**src/rtl/sr16_deserializer_if.sv**
```systemverilog
// rtl/sr16_deserializer_if.sv - serial-in / word-out bundle for sr16_deserializer
//
// Purpose: groups the serial input pair and the parallel word output.
// Signals:
//   datain  [1:0]        serial bits for this cycle
//   ctrl    [1:0]        bit-count qualifier for datain
//   valid                one-cycle strobe, dataout holds a new word
//   dataout [WIDTH-1:0]  last completed word
// Modports: master drives datain/ctrl, slave (the deserializer) drives
// valid/dataout.
interface sr16_deserializer_if #(
   parameter int WIDTH = 16
);
   logic [1:0]       datain;
   logic [1:0]       ctrl;
   logic             valid;
   logic [WIDTH-1:0] dataout;

   modport master (
      output datain,
      output ctrl,
      input  valid,
      input  dataout
   );

   modport slave (
      input  datain,
      input  ctrl,
      output valid,
      output dataout
   );
endinterface

```
**src/rtl/sr16_deserializer.sv**
```systemverilog
// rtl/sr16_deserializer.sv - 0/1/2-bit-per-cycle serial to 16-bit parallel shift register
//
// Purpose: assembles serial bits MSB-first into WIDTH-bit words and strobes
// valid for one cycle when a word completes.
// Ports:
//   clk   rising-edge clock
//   rst   asynchronous active-low reset
//   bus   sr16_deserializer_if.slave (datain, ctrl in; valid, dataout out)
// ctrl: 00 none, 01 datain[0], 10 datain[1], 11 datain[1] then datain[0].
module sr16_deserializer #(
   parameter int WIDTH = 16
) (
   input  logic                  clk,
   input  logic                  rst,
   sr16_deserializer_if.slave    bus
);
   localparam int CW = $clog2(WIDTH);
   localparam logic [CW-1:0] LAST     = CW'(WIDTH - 1);
   localparam logic [CW-1:0] PENULT   = CW'(WIDTH - 2);

   logic [WIDTH-1:0] sr_q, sr_d;
   logic [CW-1:0]    cnt_q, cnt_d;
   logic             valid_q, valid_d;
   logic [WIDTH-1:0] dout_q, dout_d;

   logic [WIDTH-1:0] shift_one;
   logic [WIDTH-1:0] shift_two;
   logic             single_bit;

   always_comb begin
      sr_d    = sr_q;
      cnt_d   = cnt_q;
      valid_d = 1'b0;
      dout_d  = dout_q;

      // For ctrl=11 the earlier bit is datain[1]; for single transfers the
      // selected bit is whichever lane ctrl names.
      single_bit = bus.ctrl[1] ? bus.datain[1] : bus.datain[0];
      shift_one  = {sr_q[WIDTH-2:0], single_bit};
      shift_two  = {sr_q[WIDTH-3:0], bus.datain[1], bus.datain[0]};

      unique case (bus.ctrl)
         2'b01, 2'b10: begin
            sr_d = shift_one;
            if (cnt_q == LAST) begin
               dout_d  = shift_one;
               valid_d = 1'b1;
               cnt_d   = '0;
            end else begin
               cnt_d = cnt_q + 1'b1;
            end
         end
         2'b11: begin
            sr_d = shift_two;
            if (cnt_q == LAST) begin
               // datain[1] closes this word; datain[0] already sits in the
               // LSB of sr_d as the first bit of the next word.
               dout_d  = shift_one;
               valid_d = 1'b1;
               cnt_d   = CW'(1);
            end else if (cnt_q == PENULT) begin
               dout_d  = shift_two;
               valid_d = 1'b1;
               cnt_d   = '0;
            end else begin
               cnt_d = cnt_q + CW'(2);
            end
         end
         default: begin
         end
      endcase
   end

   always_ff @(posedge clk or negedge rst) begin
      if (!rst) begin
         sr_q    <= '0;
         cnt_q   <= '0;
         valid_q <= 1'b0;
         dout_q  <= '0;
      end else begin
         sr_q    <= sr_d;
         cnt_q   <= cnt_d;
         valid_q <= valid_d;
         dout_q  <= dout_d;
      end
   end

   assign bus.valid   = valid_q;
   assign bus.dataout = dout_q;
endmodule

```
**src/flat_wrapper.sv**
```systemverilog
// flat-port wrapper written by rule: the top's interface ports become plain ports
module sr16_deserializer_flat 
#(
   parameter int WIDTH = 16
)
  (clk, rst, bus_datain, bus_ctrl, bus_valid, bus_dataout);
  sr16_deserializer_if #(.WIDTH(WIDTH)) bus_i ();
  input  logic clk;
  input  logic rst;
  input wire logic [$bits(bus_i.datain)-1:0] bus_datain;
  input wire logic [$bits(bus_i.ctrl)-1:0] bus_ctrl;
  output wire logic [$bits(bus_i.valid)-1:0] bus_valid;
  output wire logic [$bits(bus_i.dataout)-1:0] bus_dataout;
  assign bus_i.datain = bus_datain;
  assign bus_i.ctrl = bus_ctrl;
  assign bus_valid = bus_i.valid;
  assign bus_dataout = bus_i.dataout;
  sr16_deserializer #(.WIDTH(WIDTH)) u_core (.clk(clk), .rst(rst), .bus(bus_i));
endmodule
```
**config.mk**
```make
export PLATFORM = sky130hd
export DESIGN_NAME = sr16_deserializer_flat
export DESIGN_NICKNAME = d
export VERILOG_FILES = /design/src/rtl/sr16_deserializer_if.sv /design/src/rtl/sr16_deserializer.sv /design/src/flat_wrapper.sv
export SDC_FILE = /design/constraint.sdc
export NUM_CORES = 1
export LEC_CHECK = 0
export CORE_AREA = 2 2 62 64
export CTS_CLUSTER_DIAMETER = 30
export DETAILED_ROUTE_END_ITERATION = 8
export DIE_AREA = 0 0 64 66
export PLACE_DENSITY_LB_ADDON = 0.15
export SLEW_MARGIN = 20
export SYNTH_ARGS = -nofsm -noshare
export SYNTH_HDL_FRONTEND = slang
export SYNTH_SLANG_ARGS = --single-unit
```
**constraint.sdc**
```tcl
create_clock -name clk -period 2.2 [get_ports clk]
set_clock_uncertainty 0.15 [all_clocks]
set_input_delay 0.44 -clock clk [delete_from_list [all_inputs] [get_ports clk]]
set_output_delay 0.44 -clock clk [all_outputs]
set_load 0.02 [all_outputs]
```
==> results of run 1 <==
==> state kept, by name, indices dropped and copies added (netlist names) <==
name                cells
u_core.bus.dataout     16
u_core.bus.valid        1
u_core.cnt_q            4
u_core.sr_q            15
==> per-layer routing <==
metal	track usage (%)	routed length (um)
met2	30.6	1610
met5	0	0
met4	7.34	60
met1	22.9	1550
met3	5.45	108
==> layout by cell type, fill, tap and decap left out, drive strengths merged <==
cell type	n
inv	5
a211oi	1
nor2	20
nor3	1
buf	10
clkdlybuf4s50	22
mux2i	31
a311oi	1
a221oi	1
clkinvlp	1
clkbuf	7
nand2	17
a32oi	1
dfrtp	36
o41ai	1
o22a	1
o211ai	1
ha	5
a21oi	20
mux2	3
nand3	1
o21ai	18
==> stage by stage <==
step                      cell area (um^2)  TNS (ns)  util (%)  worst slack, ns
after floorplan                       1820         0         -            0.331
after global placement                2130    -0.641      60.1          -0.0733
after detailed placement              2130     -1.59      60.1           -0.133
after CTS                             2200         0      61.9            0.121
after global routing                  2200         0      61.9           0.0322
final                                 2200         0      61.9            0.219
==> report_power, final <==
group          internal [uW]  switching [uW]
registers                878             194
logic                    460             474
clock network            156             221
total                   1490             888
==> timing repair <==
| item | CTS | global route |
|---|---|---|
| buffers inserted | 0 | 0 |
| gates resized for setup | 0 | 1 |
| setup endpoints to repair | 0 | 10 |
==> critical path: stages (launching register included) <==
cell	delay, ns
dfrtp_1	0.44
ha_2	0.30
o211ai_2	0.20
a221oi_4	0.37
buf_4	0.28
nor2_1	0.06
a21oi_1	0.12
==> worst max-delay path by stage <==
stage	from	end	depth (start not counted)
detailed placement	bus_ctrl[0]	u_core.bus.dataout[4]$_DFFE_PN0P_	7
floorplan	u_core.cnt_q[0]$_DFFE_PN0P_	u_core.bus.dataout[0]$_DFFE_PN0P_	5
global route	u_core.cnt_q[0]$_DFFE_PN0P_	u_core.bus.dataout[7]$_DFFE_PN0P_	6
finish	u_core.cnt_q[0]$_DFFE_PN0P_	u_core.bus.dataout[4]$_DFFE_PN0P_	6
global placement	bus_ctrl[1]	u_core.bus.dataout[9]$_DFFE_PN0P_	7
CTS	u_core.cnt_q[0]$_DFFE_PN0P_	u_core.bus.dataout[4]$_DFFE_PN0P_	6
==> cell families after synthesis <==
logic type	after synthesis	share of synthesized area [%]
buffers and inverters	16	4.54
adder cells (fa/ha/maj)	5	3.44
AND/OR/NAND/NOR	39	8.60
AO/OA/AOI/OAI	45	14.9
flip-flops	36	49.6
multiplexers	34	18.9
==> layout make-up <==
class,count,area share (%)
sequential,36,41.0
multi-input combinational,123,38.1
timing repair buffer,32,14.6
tap,48,2.73
clock buffer,7,2.50
inverter,5,0.853
clock inverter,1,0.341
==> results.md, run 1 <==
* Slew headroom at 69.7%
* TritonCTS buffer count at 5
* Congestion Overflow GR at 0
* HP Class: reg -> reg
* Fin nets at 214
* RR Startpoint: u_core.cnt_q[0]$_DFFE_PN0P_
* Root Buffer Master: clkbuf_4
* Largest net degree at the start of global routing at 39
* Worst Tran Pin Value at 0.455 ns
* Synth async-reset ratio at 100%
* Seq/Total Area, Yosys at 49.6%
* Overall Global Routing Usage at 18.6%
* Fillers at 298
* Arr. time, crit path at 2.10 ns
* Final Hold Viols at 0
* # setup viols final at 0
* First-pass GRT wire length at 6010 um
* Dominant cells by area after synthesis: dfrtp_1 50%, mux2i_1 17%, a21oi_1 5.5%
* Worst path required time at 2.32 ns
* Syn Area/Cell at 10.4 um^2
* Synth-to-Final Area Change at 21.0%
* Reg2reg path depth at 6
* CTS max path bufs at 2
* Hold path startpoint: u_core.sr_q[14]$_DFFE_PN0P_
* Synth Flop Type: dfrtp_1
* Final period util at 90.0%
* Critical Path Fanout Max at 20
* Post-DR vias/cell at 5.27
* R2r setup slk at 0.22 ns
* Synth top area share at 49.6%
* Area leader, netlist: dfrtp_1
* Width of the chip at 64 um
* Worst flop-to-flop path endpoint: u_core.bus.dataout[4]$_DFFE_PN0P_
* Mapped cell area at 1820 um^2
* Max_cap viols at 0
* Die Footprint at 4220 um^2
* Area of the multi-input gates at 837 um^2
* H-tree levels at 2
* Power Dens Cells at 1080 nW/um^2
* Status: complete, no violations
* Ratio of cells with drive above 1 in the final layout at 12.3%
* Initial antenna violation count at 0
* Post-synth EDFFs at 0
* # DRC at 0
* Iter 0 DRT Violations at 108
* Port Buffers at 22
* Die H at 66 um
* Vias in the first global route at 1320
* Synth warn at 0
* Mapped Cells at 175
* FF+latch count, synth at 36
* Clock Latency Late Sink at 0.34 ns
* CTS clk-pin slew, worst paths at 0.11 ns
* Final GP Congestion at 0.794
* Floorplan row count at 22
* WS Path Type: reg -> reg
* Unrepaired setup endpoints after global routing: no
* Most frequent cell after synthesis: dfrtp_1
* Commonest cells in the netlist: 36 x dfrtp_1, 31 x mux2i_1, 20 x a21oi_1, 20 x nor2_1, 18 x o21ai_0
* Layout Cells excl Fill at 252
* Tot Pwr at 2380 uW
* Static Leakage at 0.000992 uW
* Register area at 901 um^2
* Worst setup SP type: flip-flop
* Max-slew violation count at 0
* Detail Placement HPWL at 2380 um
* Fmax at 0.505 GHz
* Ant. Diodes at 0
* Initial core utilization at 51.2%
* Drt total wl at 3330 um
* Core area at 3550 um^2
* Wire per inst at 13.2 um
* CTS tree: yes
* Setup crit end kind: flip-flop
* Antenna-violating nets left at 0
* Cell depth of the worst hold path at 2
* Cts-stage hold buffer count at 0
* Hold Slack at 0.353 ns
* Worst vdd ir at 0.000561 V
* # IOs at 23
* Via count at 1329
* Placed instance count at 244
* Worst hold path endpoint: u_core.sr_q[14]$_DFFE_PN0P_
* Router iterations before antenna repair at 4
* Synth cell types at 24
* Syn_nets at 186
* Min Clock Period, post-route at 1.98 ns
* Clock sink count at 36
No activity file was read; power rests on OpenSTA's default activity.
==> run 2, diff against run 1 <==
Settings changed: REMOVE_ABC_BUFFERS set to 1.
==> results.md, run 2 (synthesized netlist as in run 1, its figures left out) <==
* Worst path required time at 2.30 ns (was 2.32 ns)
* HP Class: reg -> reg (unchanged)
* Initial core utilization at 51.2% (unchanged)
* Worst Tran Pin Value at 0.455 ns (about the same)
* Antenna-violating nets left at 0 (unchanged)
* Die Footprint at 4220 um^2 (unchanged)
* Vias in the first global route at 1309 (was 1320)
* Reg2reg path depth at 6 (unchanged)
* Status: complete, no violations (unchanged)
* Post-CTS Resized at 0 (unchanged)
* Fmax at 0.504 GHz (was 0.505 GHz)
* Fin nets at 213 (was 214)
* CTS max path bufs at 2 (unchanged)
* Port Buffers at 22 (unchanged)
* Gate power share at 39.3% (was 39.2%)
* CP top delay family: compound AO/OA/AOI/OAI gates (unchanged)
* First-pass GRT wire length at 6050 um (was 6010 um)
* Final period util at 90.2% (was 90.0%)
* Met2 Usage GRT at 31.0% (was 30.6%)
* Arr. time, crit path at 2.09 ns (was 2.10 ns)
* CTS clk-pin slew, worst paths at 0.11 ns (about the same)
* H-tree levels at 2 (unchanged)
* TritonCTS buffer count at 5 (unchanged)
* Clock Latency Late Sink at 0.33 ns (was 0.34 ns)
* Router iterations before antenna repair at 6 (was 4)
* Via count at 1308 (was 1329)
* Wire per inst at 13.6 um (was 13.2 um)
* Max reg flops at 16 (unchanged)
* Worst flop-to-flop path endpoint: u_core.bus.dataout[8]$_DFFE_PN0P_ (was u_core.bus.dataout[4]$_DFFE_PN0P_)
* Sw Ratio at 37.1% (was 37.3%)
* RR Startpoint: u_core.cnt_q[0]$_DFFE_PN0P_ (unchanged)
* Die H at 66 um (unchanged)
* CTS tree: yes (unchanged)
* Area of the multi-input gates at 837 um^2 (unchanged)
* Drt total wl at 3410 um (was 3330 um)
* Min Clock Period, post-route at 1.98 ns (about the same)
* Overall Global Routing Usage at 18.8% (was 18.6%)
* Commonest non-fill, non-tap cell in the layout: dfrtp_1 (unchanged)
* Hold path startpoint: u_core.sr_q[14]$_DFFE_PN0P_ (unchanged)
* P_sw at 884 uW (was 888 uW)
* Internal at 1500 uW (was 1490 uW)
* Clock sink count at 36 (unchanged)
* Root Buffer Master: clkbuf_4 (unchanged)
* Cell depth of the worst hold path at 2 (unchanged)
* Most frequent cells in the layout: 36 x dfrtp_1, 31 x mux2i_1, 22 x clkdlybuf4s50_1, 20 x a21oi_1, 20 x nor2_1 (unchanged)
* Register area at 901 um^2 (unchanged)
* Worst setup SP type: flip-flop (unchanged)
* Max_cap viols at 0 (unchanged)
* Max-slew violation count at 0 (unchanged)
* Worst path cell trace: ha_2 -> o211ai_2 -> a221oi_4 -> buf_12 -> nor2_1 -> a21oi_1 (was ha_2 -> o211ai_2 -> a221oi_4 -> buf_4 -> nor2_1 -> a21oi_1)
* Clock power share at 15.4% (was 15.8%)
* Global-route track usage on met3 at 5.11% (was 5.45%)
* Final GP Congestion at 0.707 (was 0.794)
* Cts-stage hold buffer count at 0 (unchanged)
* Power Dens Cells at 1090 nW/um^2 (was 1080 nW/um^2)
* Static Leakage at 0.000988 uW (was 0.000992 uW)
* Routing usage on met1 at 23.6% (was 22.9%)
* Congestion Overflow GR at 0 (unchanged)
* Critical Path Fanout Max at 30 (was 20)
* Slowest cell on crit path: dfrtp_1 (unchanged)
* Synth-to-Final Area Change at 20.4% (was 21.0%)
* Worst hold path endpoint: u_core.sr_q[14]$_DFFE_PN0P_ (unchanged)
* Slew headroom at 69.7% (about the same)
* Setup Fix Bufs, Post-CTS at 0 (unchanged)
* Largest net degree at the start of global routing at 39 (unchanged)
* Unrepaired setup endpoints after global routing: no (unchanged)
* Tot Pwr at 2380 uW (about the same)
* Floorplan row count at 22 (unchanged)
* Crit path buf inv count at 1 (unchanged)
* WS Path Type: reg -> reg (unchanged)
* Ant. Diodes at 0 (unchanged)
* Initial antenna violation count at 0 (unchanged)
* R2r setup slk at 0.22 ns (about the same)
* Worst vdd ir at 0.000616 V (was 0.000561 V)
* Iter 0 DRT Violations at 62 (was 108)
* Core area at 3550 um^2 (unchanged)
* Setup crit end kind: flip-flop (unchanged)
* Width of the chip at 64 um (unchanged)
* Max incr delay on CP at 0.45 ns (was 0.44 ns)
* # IOs at 23 (unchanged)
* Sequential power share at 45.3% (was 45.0%)
* Final Hold Viols at 0 (unchanged)
* Core Util, Final at 61.6% (was 61.9%)
* Post-DR vias/cell at 5.21 (was 5.27)
* # DRC at 0 (unchanged)
* # setup viols final at 0 (unchanged)
* Fillers at 296 (was 298)
* GRT busiest layer: met2 (unchanged)
* Detail Placement HPWL at 2330 um (was 2380 um)
* Ratio of cells with drive above 1 in the final layout at 11.3% (was 12.3%)
==> run 2: cell type report <==
class                           count  share of cell area [%]
Sequential cell                    36                    41.2
Inverter                            5                   0.858
Clock buffer                        8                    2.69
Timing Repair Buffer               31                    14.3
Tap cell                           48                    2.74
Multi-Input combinational cell    123                    38.3
==> run 2: per-layer routing <==
layer / share of wire [%] / wire length (um)
met1: 46 / 1560
met2: 50 / 1710
met3: 2.1 / 71
met4: 1.9 / 65
met5: 0 / 0
==> run 2: worst max-delay path by stage <==
stage                     slack (ns)  cells after the start                        start                           endpoint
after floorplan                -0.51                      4                  bus_ctrl[0]  u_core.bus.dataout[0]$_DFFE_PN0P_
after global placement         -0.05                      5                  bus_ctrl[1]  u_core.bus.dataout[0]$_DFFE_PN0P_
after detailed placement       -0.13                      7                  bus_ctrl[1]  u_core.bus.dataout[8]$_DFFE_PN0P_
after CTS                       0.10                      6  u_core.cnt_q[0]$_DFFE_PN0P_  u_core.bus.dataout[8]$_DFFE_PN0P_
after global routing            0.06                      6  u_core.cnt_q[0]$_DFFE_PN0P_  u_core.bus.dataout[8]$_DFFE_PN0P_
final                           0.22                      6  u_core.cnt_q[0]$_DFFE_PN0P_  u_core.bus.dataout[8]$_DFFE_PN0P_
==> run 2: worst min-delay path: cells and delay by family (launching register included) <==
kind	cells	cell delay [ns]
simple gates	1	0.05
flops	1	0.36
compound gates	1	0.06
==> run 2: through the flow <==
stage          TNS (ns)  instance area, um^2  setup slack [ns]  hold slack, ns  cells
3_5_place_dp      -1.41                 2130            -0.128           0.329    243
3_3_place_gp     -0.267                 2130           -0.0509           0.321    243
2_1_floorplan     -4.02                 1750            -0.509        -0.00559    164
4_1_cts               0                 2190             0.102           0.355    251
6_report              0                 2190             0.216           0.350    251
5_1_grt               0                 2190            0.0568           0.397    251
==> run 2: power groups by stage <==
stage / logic (uW) / clock network (uW) / registers [uW]
floorplan: 417 / 0 / 1200
global placement: 916 / 0 / 1080
detailed placement: 941 / 0 / 1090
finish: 935 / 366 / 1080
global route: 1030 / 426 / 1110
CTS: 944 / 387 / 1080
